## config.mk

```make
export PLATFORM = sky130hd
export DESIGN_NAME = uart_tx
export DESIGN_NICKNAME = d
export VERILOG_FILES = /design/src/rtl/uart_tx.sv
export SDC_FILE = /design/constraint.sdc
export NUM_CORES = 1
export LEC_CHECK = 0
export BUFFER_PORTS_ARGS = -buffer_cell sky130_fd_sc_hd__buf_4
export CAP_MARGIN = 20
export CORE_MARGIN = 1
export CORE_UTILIZATION = 62
export DETAILED_ROUTE_END_ITERATION = 7
export GPL_TIMING_DRIVEN = 0
export PLACE_DENSITY_LB_ADDON = 0.12
export SETUP_SLACK_MARGIN = 0.4
export SYNTH_ARGS = -nofsm -noshare
export SYNTH_HDL_FRONTEND = slang
export SYNTH_SLANG_ARGS = --single-unit
```

## constraint.sdc

```tcl
create_clock -name clk_i -period 6 [get_ports clk_i]
set_input_delay 1.5 -clock clk_i [delete_from_list [all_inputs] [get_ports clk_i]]
set_output_delay 1.5 -clock clk_i [all_outputs]
set_load 0.03 [all_outputs]
```

## src/rtl/uart_tx.sv

```systemverilog
// UART transmitter: serialises one byte per uart_en_i/uart_ready_o handshake
// into a start bit, eight data bits LSB first, and STOP_BITS stop bits.
// Both outputs are registered; uart_ready_o stays low for the whole frame.
module uart_tx #(
    parameter int CLKS_PER_BIT = 868,
    parameter int STOP_BITS    = 1
) (
    input  logic       clk_i,
    input  logic       nrst_i,
    input  logic       uart_en_i,
    input  logic [7:0] uart_data_i,
    output logic       uart_ready_o,
    output logic       tx_o
);

    localparam int                BAUD_W    = (CLKS_PER_BIT > 1) ? $clog2(CLKS_PER_BIT) : 1;
    localparam logic [BAUD_W-1:0] BAUD_LAST = BAUD_W'(CLKS_PER_BIT - 1);
    localparam logic [2:0]        STOP_LAST = 3'(STOP_BITS - 1);

    typedef enum logic [1:0] {
        IDLE  = 2'd0,
        START = 2'd1,
        DATA  = 2'd2,
        STOP  = 2'd3
    } state_t;

    state_t            r_state;
    logic [BAUD_W-1:0] r_baud;
    logic [2:0]        r_bitIdx;
    logic [7:0]        r_shreg;
    logic              r_ready;
    logic              r_tx;

    state_t            w_state;
    logic [BAUD_W-1:0] w_baud;
    logic [2:0]        w_bitIdx;
    logic [7:0]        w_shreg;
    logic              w_ready;
    logic              w_tx;
    logic              w_baudDone;

    assign w_baudDone   = (r_baud == BAUD_LAST);
    assign uart_ready_o = r_ready;
    assign tx_o         = r_tx;

    // Next-state and next-output logic; each bit ends when the baud counter hits its terminal count.
    always_comb begin
        w_state  = r_state;
        w_baud   = r_baud;
        w_bitIdx = r_bitIdx;
        w_shreg  = r_shreg;
        w_ready  = r_ready;
        w_tx     = r_tx;
        case (r_state)
            IDLE: begin
                w_tx     = 1'b1;
                w_ready  = 1'b1;
                w_baud   = '0;
                w_bitIdx = '0;
                if (uart_en_i && r_ready) begin
                    w_shreg = uart_data_i;
                    w_state = START;
                    w_ready = 1'b0;
                    w_tx    = 1'b0;
                end
            end
            START: begin
                if (w_baudDone) begin
                    w_baud   = '0;
                    w_bitIdx = '0;
                    w_state  = DATA;
                    w_tx     = r_shreg[0];
                    w_shreg  = {1'b0, r_shreg[7:1]};
                end else begin
                    w_baud = r_baud + 1'b1;
                end
            end
            DATA: begin
                if (w_baudDone) begin
                    w_baud = '0;
                    if (r_bitIdx == 3'd7) begin
                        w_bitIdx = '0;
                        w_state  = STOP;
                        w_tx     = 1'b1;
                    end else begin
                        w_bitIdx = r_bitIdx + 3'd1;
                        w_tx     = r_shreg[0];
                        w_shreg  = {1'b0, r_shreg[7:1]};
                    end
                end else begin
                    w_baud = r_baud + 1'b1;
                end
            end
            STOP: begin
                w_tx = 1'b1;
                if (w_baudDone) begin
                    w_baud = '0;
                    if (r_bitIdx == STOP_LAST) begin
                        w_bitIdx = '0;
                        w_state  = IDLE;
                        w_ready  = 1'b1;
                    end else begin
                        w_bitIdx = r_bitIdx + 3'd1;
                    end
                end else begin
                    w_baud = r_baud + 1'b1;
                end
            end
            default: begin
                w_state  = IDLE;
                w_tx     = 1'b1;
                w_ready  = 1'b1;
                w_baud   = '0;
                w_bitIdx = '0;
            end
        endcase
    end

    // State and datapath registers; reset idles the line high and abandons any frame.
    always_ff @(posedge clk_i or negedge nrst_i) begin
        if (!nrst_i) begin
            r_state  <= IDLE;
            r_baud   <= '0;
            r_bitIdx <= '0;
            r_shreg  <= '0;
            r_ready  <= 1'b1;
            r_tx     <= 1'b1;
        end else begin
            r_state  <= w_state;
            r_baud   <= w_baud;
            r_bitIdx <= w_bitIdx;
            r_shreg  <= w_shreg;
            r_ready  <= w_ready;
            r_tx     <= w_tx;
        end
    end

endmodule

```

==> flow_metrics.tcl, run 1 <==
set metrics [dict create \
    synth_edf_count 0 \
    insertion_delay_ns 0.31 \
    die_y_um 50.0 \
    grt_use_met3_pct 3.70 \
    rsz0062_at_grt "no" \
    worst_slack_ns 3.40 \
    cp-start-kind "input port" \
    syn_to_final_growth_pct 10.6 \
    top_usage_layer "met2" \
    drv_cap 0 \
    crit_slowest_cell "a2111oi_4" \
    synth_area_leaders "dfrtp_1, mux2_2, ha_1" \
    grt_pass1_vias 995 \
    p_per_area_nw_per_um2 164 \
    skew_ns 0.00579 \
    synth_flop_cell "dfrtp_1" \
    path_max_fanout 8 \
    leakage_nw 0.727 \
    cts_tree "done" \
    grt_max_degree 26 \
    antenna_found_initial 0 \
    grt.total_usage_pct 22.2 \
    synthArstFlopShare_pct 100 \
    worst_slew_pin_slew_ns 0.641 \
    drive_above_1_share_pct 29.5 \
    dp_hpwl_um 1800 \
    hold_violations 0 \
    yosysMostFrequentCell "dfrtp_1" \
    irDropWorstVdd_v 0.000144 \
    met2_usage_pct 39.0 \
    hold_buffers 0 \
    rows 17 \
    cts_resized 0 \
    critPathMaxStageDelay_ns 0.67 \
    ios 13 \
    worstPathCellList "buf_4 > a21boi_0 > a2111oi_4 > mux2_2" \
    initial_utilization_pct 65.1 \
    synth_largest_area_cell "dfrtp_1" \
    diodes 0 \
    drt-initial-drc-count 10 \
    finalPower_w 0.000259 \
    yosysWarnings 0 \
    setup-violations-final 0 \
    met1_usage_pct 27.5 \
    io_buffers 12 \
    core_area_um2 2190 \
    grt-ovfl-total 0 \
    finalSetupTns_ns 0 \
    routed_via_density 5.60 \
    cts-root-buf "clkbuf_4" \
    syn_area_um2 1430 \
    worstPathArrival_ns 2.81 \
    htree_levels 1 \
    fin_nets 170 \
    fin_crit_sh_pct 43.4 \
    dpl_worst_slack_ns 3.05 \
    drv_slew 0 \
    syn_inst 133 \
    numCtsBuffers 3 \
    cts_sinks 25 \
    status "finished clean" \
    firstDrtPassIters 4 \
    fin_crit_ns 2.60 \
    routed_wl_um 2350 \
    crit_required_ns 6.21 \
    grt_first_pass_wirelength_um 4190 \
    synth_nets 153 \
    post_cts_buffers 0 \
    post_synth.cell_area_avg_um2 10.7 \
    synth_common_cells "dfrtp_1, mux2_2, nor2_1" \
    wl_per_cell_um 13.3 \
    hold_slack_ns 0.488 \
    ys_types 35 \
    vias 991 \
    clk_pin_slew_ns 0.12 \
    num-fill-cells 165 \
    dieArea_um2 2500 \
    max_freq_mhz 384 \
    endpoint_kind "flop" \
    yosysSeqAreaShare_pct 44.0 \
    criticalPathCategory "in -> reg" \
    max_slew_margin_pct 57.3 \
    ys_ff_latch 25 \
    gp_congestion 0.775 \
    drc 0 \
    cts_buffer_depth 2 \
    min_path_type "reg -> reg" \
    synth.top_cell.area_share_pct 40.4 \
    die_x_um 50.0 \
    antenna_left 0 \
]
layer usage:
layer  share of wire (%)  wire length (um)
met3                 2.5                58
met2                  49              1150
met1                  47              1100
met4                 1.7                39
met5                   0                 0
cells in the final DEF, fill, tap and decap left out:
cell and n:
nand2_1 5, inv_1 5, nand4_1 2, and3_1 1, a2111oi_4 1, and4b_4 1, nor2_1 15, o21ai_0 8
buf_4 14, xnor2_1 4, and2_2 1, dfrtp_1 23, mux2i_1 1, a22oi_1 1, nand2b_1 3, mux2_2 16
a31oi_1 2, clkbuf_2 1, or2_2 1, a31oi_2 1, nor2b_1 2, nor4_1 1, a21o_1 2, a31o_2 1
clkbuf_4 3, nor3_1 5, and4_2 1, ha_1 9, nand3_1 6, nor3_2 1, xor2_1 4, a21boi_0 1
clkbuf_1 2, and2b_1 1, a21oi_1 2, dfstp_2 2
registers in the layout (all words and copies together), names as in the netlist:
| register | flops |
|---|---|
| r_bitIdx | 3 |
| r_shreg | 8 |
| tx_o | 1 |
| r_baud | 10 |
| uart_ready_o | 1 |
| r_state | 2 |
through the flow:
step / util, % / area, um2 / instances
final: 72.0 / 1580 / 177
after global routing: 72.0 / 1580 / 177
after CTS: 72.0 / 1580 / 177
after detailed placement: 70.8 / 1550 / 173
after global placement: 70.8 / 1550 / 173
after floorplan: - / 1430 / 133
worst max-delay path, delay by kind of cell:
kind	cells	cell delay, ns
mux	1	0.41
compound gates	2	0.82
buf+inv	1	0.08
area by class of cell:
type	instances	area [um2]	area share, %
timing repair buffer	12	90.1	5.71
sequential	25	628	39.8
buffer	4	23.8	1.51
inverter	5	18.8	1.19
tap	28	35.0	2.22
clock buffer	4	26.3	1.67
multi-input combinational	99	756	47.9
path summary, 6_finish.rpt:
path,from,end,slack (ns),cells past startpoint
max in group asynchronous,nrst_i,tx_o$_DFFE_PN1P_,4.66,1
min,r_baud[0]$_DFF_PN0_,r_baud[0]$_DFF_PN0_,0.49,1
min reg2reg,r_baud[0]$_DFF_PN0_,r_baud[0]$_DFF_PN0_,0.49,1
min in group asynchronous,nrst_i,r_bitIdx[1]$_DFFE_PN0P_,1.06,1
max reg2reg,r_baud[0]$_DFF_PN0_,r_shreg[5]$_DFFE_PN0P_,3.76,5
max,uart_en_i,r_shreg[5]$_DFFE_PN0P_,3.40,4
cells by family after synthesis:
family / after synthesis / synth area share (%)
flip-flops: 25 / 44.0
adder cells (fa/ha/maj): 9 / 7.89
multiplexers: 17 / 13.3
AO/OA/AOI/OAI: 19 / 9.91
AND/OR/NAND/NOR: 46 / 16.9
XOR/XNOR: 8 / 4.91
buffers and inverters: 9 / 2.98
power breakdown:
| group | switching (W) | internal (W) |
|---|---|---|
| clock | 0.0000468 | 0.0000260 |
| sequential | 0.00000144 | 0.000171 |
| combinational | 0.00000532 | 0.00000796 |
No activity file was read; power rests on OpenSTA's default activity.
==> inputs of run 2 (changes only) <==
--- a/config.mk
+++ b/config.mk
@@ -5,10 +5,11 @@
 export SDC_FILE = /design/constraint.sdc
 export NUM_CORES = 1
 export LEC_CHECK = 0
+export ABC_AREA = 1
 export BUFFER_PORTS_ARGS = -buffer_cell sky130_fd_sc_hd__buf_4
 export CAP_MARGIN = 20
 export CORE_MARGIN = 1
-export CORE_UTILIZATION = 62
+export CORE_UTILIZATION = 58
 export DETAILED_ROUTE_END_ITERATION = 7
 export GPL_TIMING_DRIVEN = 0
 export PLACE_DENSITY_LB_ADDON = 0.12
==> constraint.sdc (replaced) <==
create_clock -name clk_i -period 2.7 [get_ports clk_i]
set_input_delay 0.675 -clock clk_i [delete_from_list [all_inputs] [get_ports clk_i]]
set_output_delay 0.675 -clock clk_i [all_outputs]
set_load 0.03 [all_outputs]
==> flow_metrics.tcl, run 2 <==
set metrics [dict create \
    hold_buffers 0 \
    synth-simple-area-share_pct 24.8 \
    die_x_um 51.9 \
    hold_violations 0 \
    worst_slack_ns 0.867 \
    die_y_um 51.9 \
    io_buffers 12 \
    yosysMostFrequentCell "nand2_1" \
    synth_edf_count 0 \
    synth_compound_area_share_pct 10.0 \
    largestRegisters "r_baud: 10 flops, r_shreg: 8 flops, r_bitIdx: 3 flops" \
    dpl_worst_slack_ns 0.877 \
    clk_pin_slew_ns 0.14 \
    synthMuxAreaShare_pct 5.45 \
    insertion_delay_ns 0.31 \
    drc 0 \
    drt-initial-drc-count 21 \
    antenna_found_initial 0 \
    crit_required_ns 2.91 \
    drv_cap 0 \
    setup-violations-final 0 \
    routed_wl_um 2550 \
    drive_above_1_share_pct 19.6 \
    cts_sinks 25 \
    synth_largest_area_cell "dfrtp_1" \
    skew_ns 0.00937 \
    cts-root-buf "clkbuf_4" \
    mostFrequentLayoutCells "nand2_1, dfrtp_1, inv_1" \
    yosysSeqAreaShare_pct 43.5 \
    diodes 0 \
    leakage_nw 0.805 \
    grt_max_degree 26 \
    syn_inst 163 \
    grt-ovfl-total 0 \
    cts_resized 0 \
    grt_pass1_vias 1035 \
    multi_input_area_um2 722 \
    synth_common_cells "nand2_1, dfrtp_1, inv_1" \
    synth.top_cell.area_share_pct 39.8 \
    synth_top_family_by_area "simple AND/OR/NAND/NOR gates" \
    fin_crit_ns 1.83 \
    finalSetupTns_ns 0 \
    core_area_um2 2280 \
    post_synth.cell_area_avg_um2 8.87 \
    dpl-instance-area_um2 1570 \
    yosysWarnings 0 \
    synthXorXnorAreaFrac_pct 1.82 \
    ys_ff_latch 25 \
    endpoint_kind "flop" \
    antenna_left 0 \
    synthAdderAreaFrac_pct 7.79 \
    criticalPathCategory "reg -> reg" \
    fin_area_um2 1600 \
    synth_nets 183 \
    post_cts_buffers 0 \
    top_register "r_baud" \
    dieArea_um2 2700 \
    cts_buffer_depth 2 \
    status "finished clean" \
    cp-start-kind "flop" \
    fin_crit_sh_pct 67.9 \
    grt_first_pass_wirelength_um 4460 \
    synth_flop_cell "dfrtp_1" \
    min_path_type "in -> async" \
    num-fill-cells 193 \
    initial_utilization_pct 63.5 \
    ys_types 33 \
    path_max_fanout 9 \
    wl_per_cell_um 12.3 \
    rows 17 \
    grt.total_usage_pct 22.6 \
    syn_area_um2 1450 \
    routed_via_density 5.31 \
    synth_area_leaders "dfrtp_1, nand2_1, ha_1" \
    largest_register_ffs 10 \
    irDropWorstVdd_v 0.000292 \
    cts_tree "done" \
    max_freq_mhz 545 \
    fin_nets 200 \
    max_slew_margin_pct 68.5 \
    synthArstFlopShare_pct 100 \
    p_per_area_nw_per_um2 353 \
    numCtsBuffers 3 \
    dp_hpwl_um 1940 \
    drv_slew 0 \
    rsz0062_at_grt "no" \
    ff_latch_area_um2 628 \
    worstPathArrival_ns 2.04 \
    worst_slew_pin_slew_ns 0.472 \
    vias 1099 \
    htree_levels 1 \
    firstDrtPassIters 4 \
    syn_to_final_growth_pct 10.5 \
    ios 13 \
    gp_congestion 0.846 \
    final_common_cell "nand2_1" \
]
-- run 2: cell types whose count changed after synthesis, moves of 3 or more --
| cell | delta |
|---|---|
| inv_1 | +14 |
| mux2_2 | -9 |
| a21oi_1 | +3 |
| xnor2_1 | -3 |
| nand2b_1 | -3 |
| nor3_1 | -5 |
| nand2_1 | +30 |
| nor3b_1 | +3 |
| nand3_1 | +7 |
-- run 2: per-layer routing --
metal  vias up  part of all wire [%]  global-route usage, %
li1        564                     -                      -
met1       512                    49                   29.9
met2        21                    47                   37.8
met3         2                   3.1                   3.51
met4         0                  0.51                   6.76
met5         -                     0                      0
-- run 2: final timing paths --
path,from,endpoint,slack [ns],cells past startpoint
worst max-delay path,r_state[0]$_DFFE_PN0P_,r_shreg[6]$_DFFE_PN0P_,0.87,9
worst min-delay path,nrst_i,r_baud[9]$_DFF_PN0_,0.23,1
worst max register to register,r_state[0]$_DFFE_PN0P_,r_shreg[6]$_DFFE_PN0P_,0.87,9
worst min register to register,r_baud[0]$_DFF_PN0_,r_baud[0]$_DFF_PN0_,0.47,1
max in group asynchronous,nrst_i,tx_o$_DFFE_PN1P_,2.18,1
min in group clk_i,r_baud[0]$_DFF_PN0_,r_baud[0]$_DFF_PN0_,0.47,1
-- run 2: layout make-up --
type | instances | area share [%]
Inverter | 20 | 4.70
Clock buffer | 4 | 1.65
Tap cell | 28 | 2.19
Buffer | 3 | 1.25
Sequential cell | 25 | 39.3
Timing Repair Buffer | 12 | 5.64
Multi-Input combinational cell | 115 | 45.2
-- run 2: critical path, cell delays in order (launching register included) --
cell and delay [ns]:
dfrtp_1 0.42, inv_1 0.13, ha_1 0.34, nor2_1 0.08
inv_1 0.07, o21ai_0 0.12, a21oi_4 0.31, nand2_4 0.13
nand2_1 0.09, nand2_1 0.06
-- run 2: stage by stage --
step | std cells | util [%] | hold slack (ns) | total power, W
finish | 207 | 70.1 | 0.232 | 0.000563
global route | 207 | 70.1 | 0.245 | 0.000586
CTS | 207 | 70.1 | 0.248 | 0.000569
detailed placement | 203 | 69.0 | 0.453 | 0.000406
global placement | 203 | 69.0 | 0.438 | 0.000405
floorplan | 163 | - | 0.379 | 0.000387
-- run 2: cells by family after synthesis --
kind of cell | count (synthesis)
AO/OA/AOI/OAI | 21
XOR/XNOR | 3
adder cells (fa/ha/maj) | 9
buffers and inverters | 23
flip-flops | 25
multiplexers | 7
AND/OR/NAND/NOR | 75
-- run 2: power breakdown --
part           internal, W  switching [W]
registers         0.000375              0
logic            0.0000130      0.0000103
clock network    0.0000577       0.000108
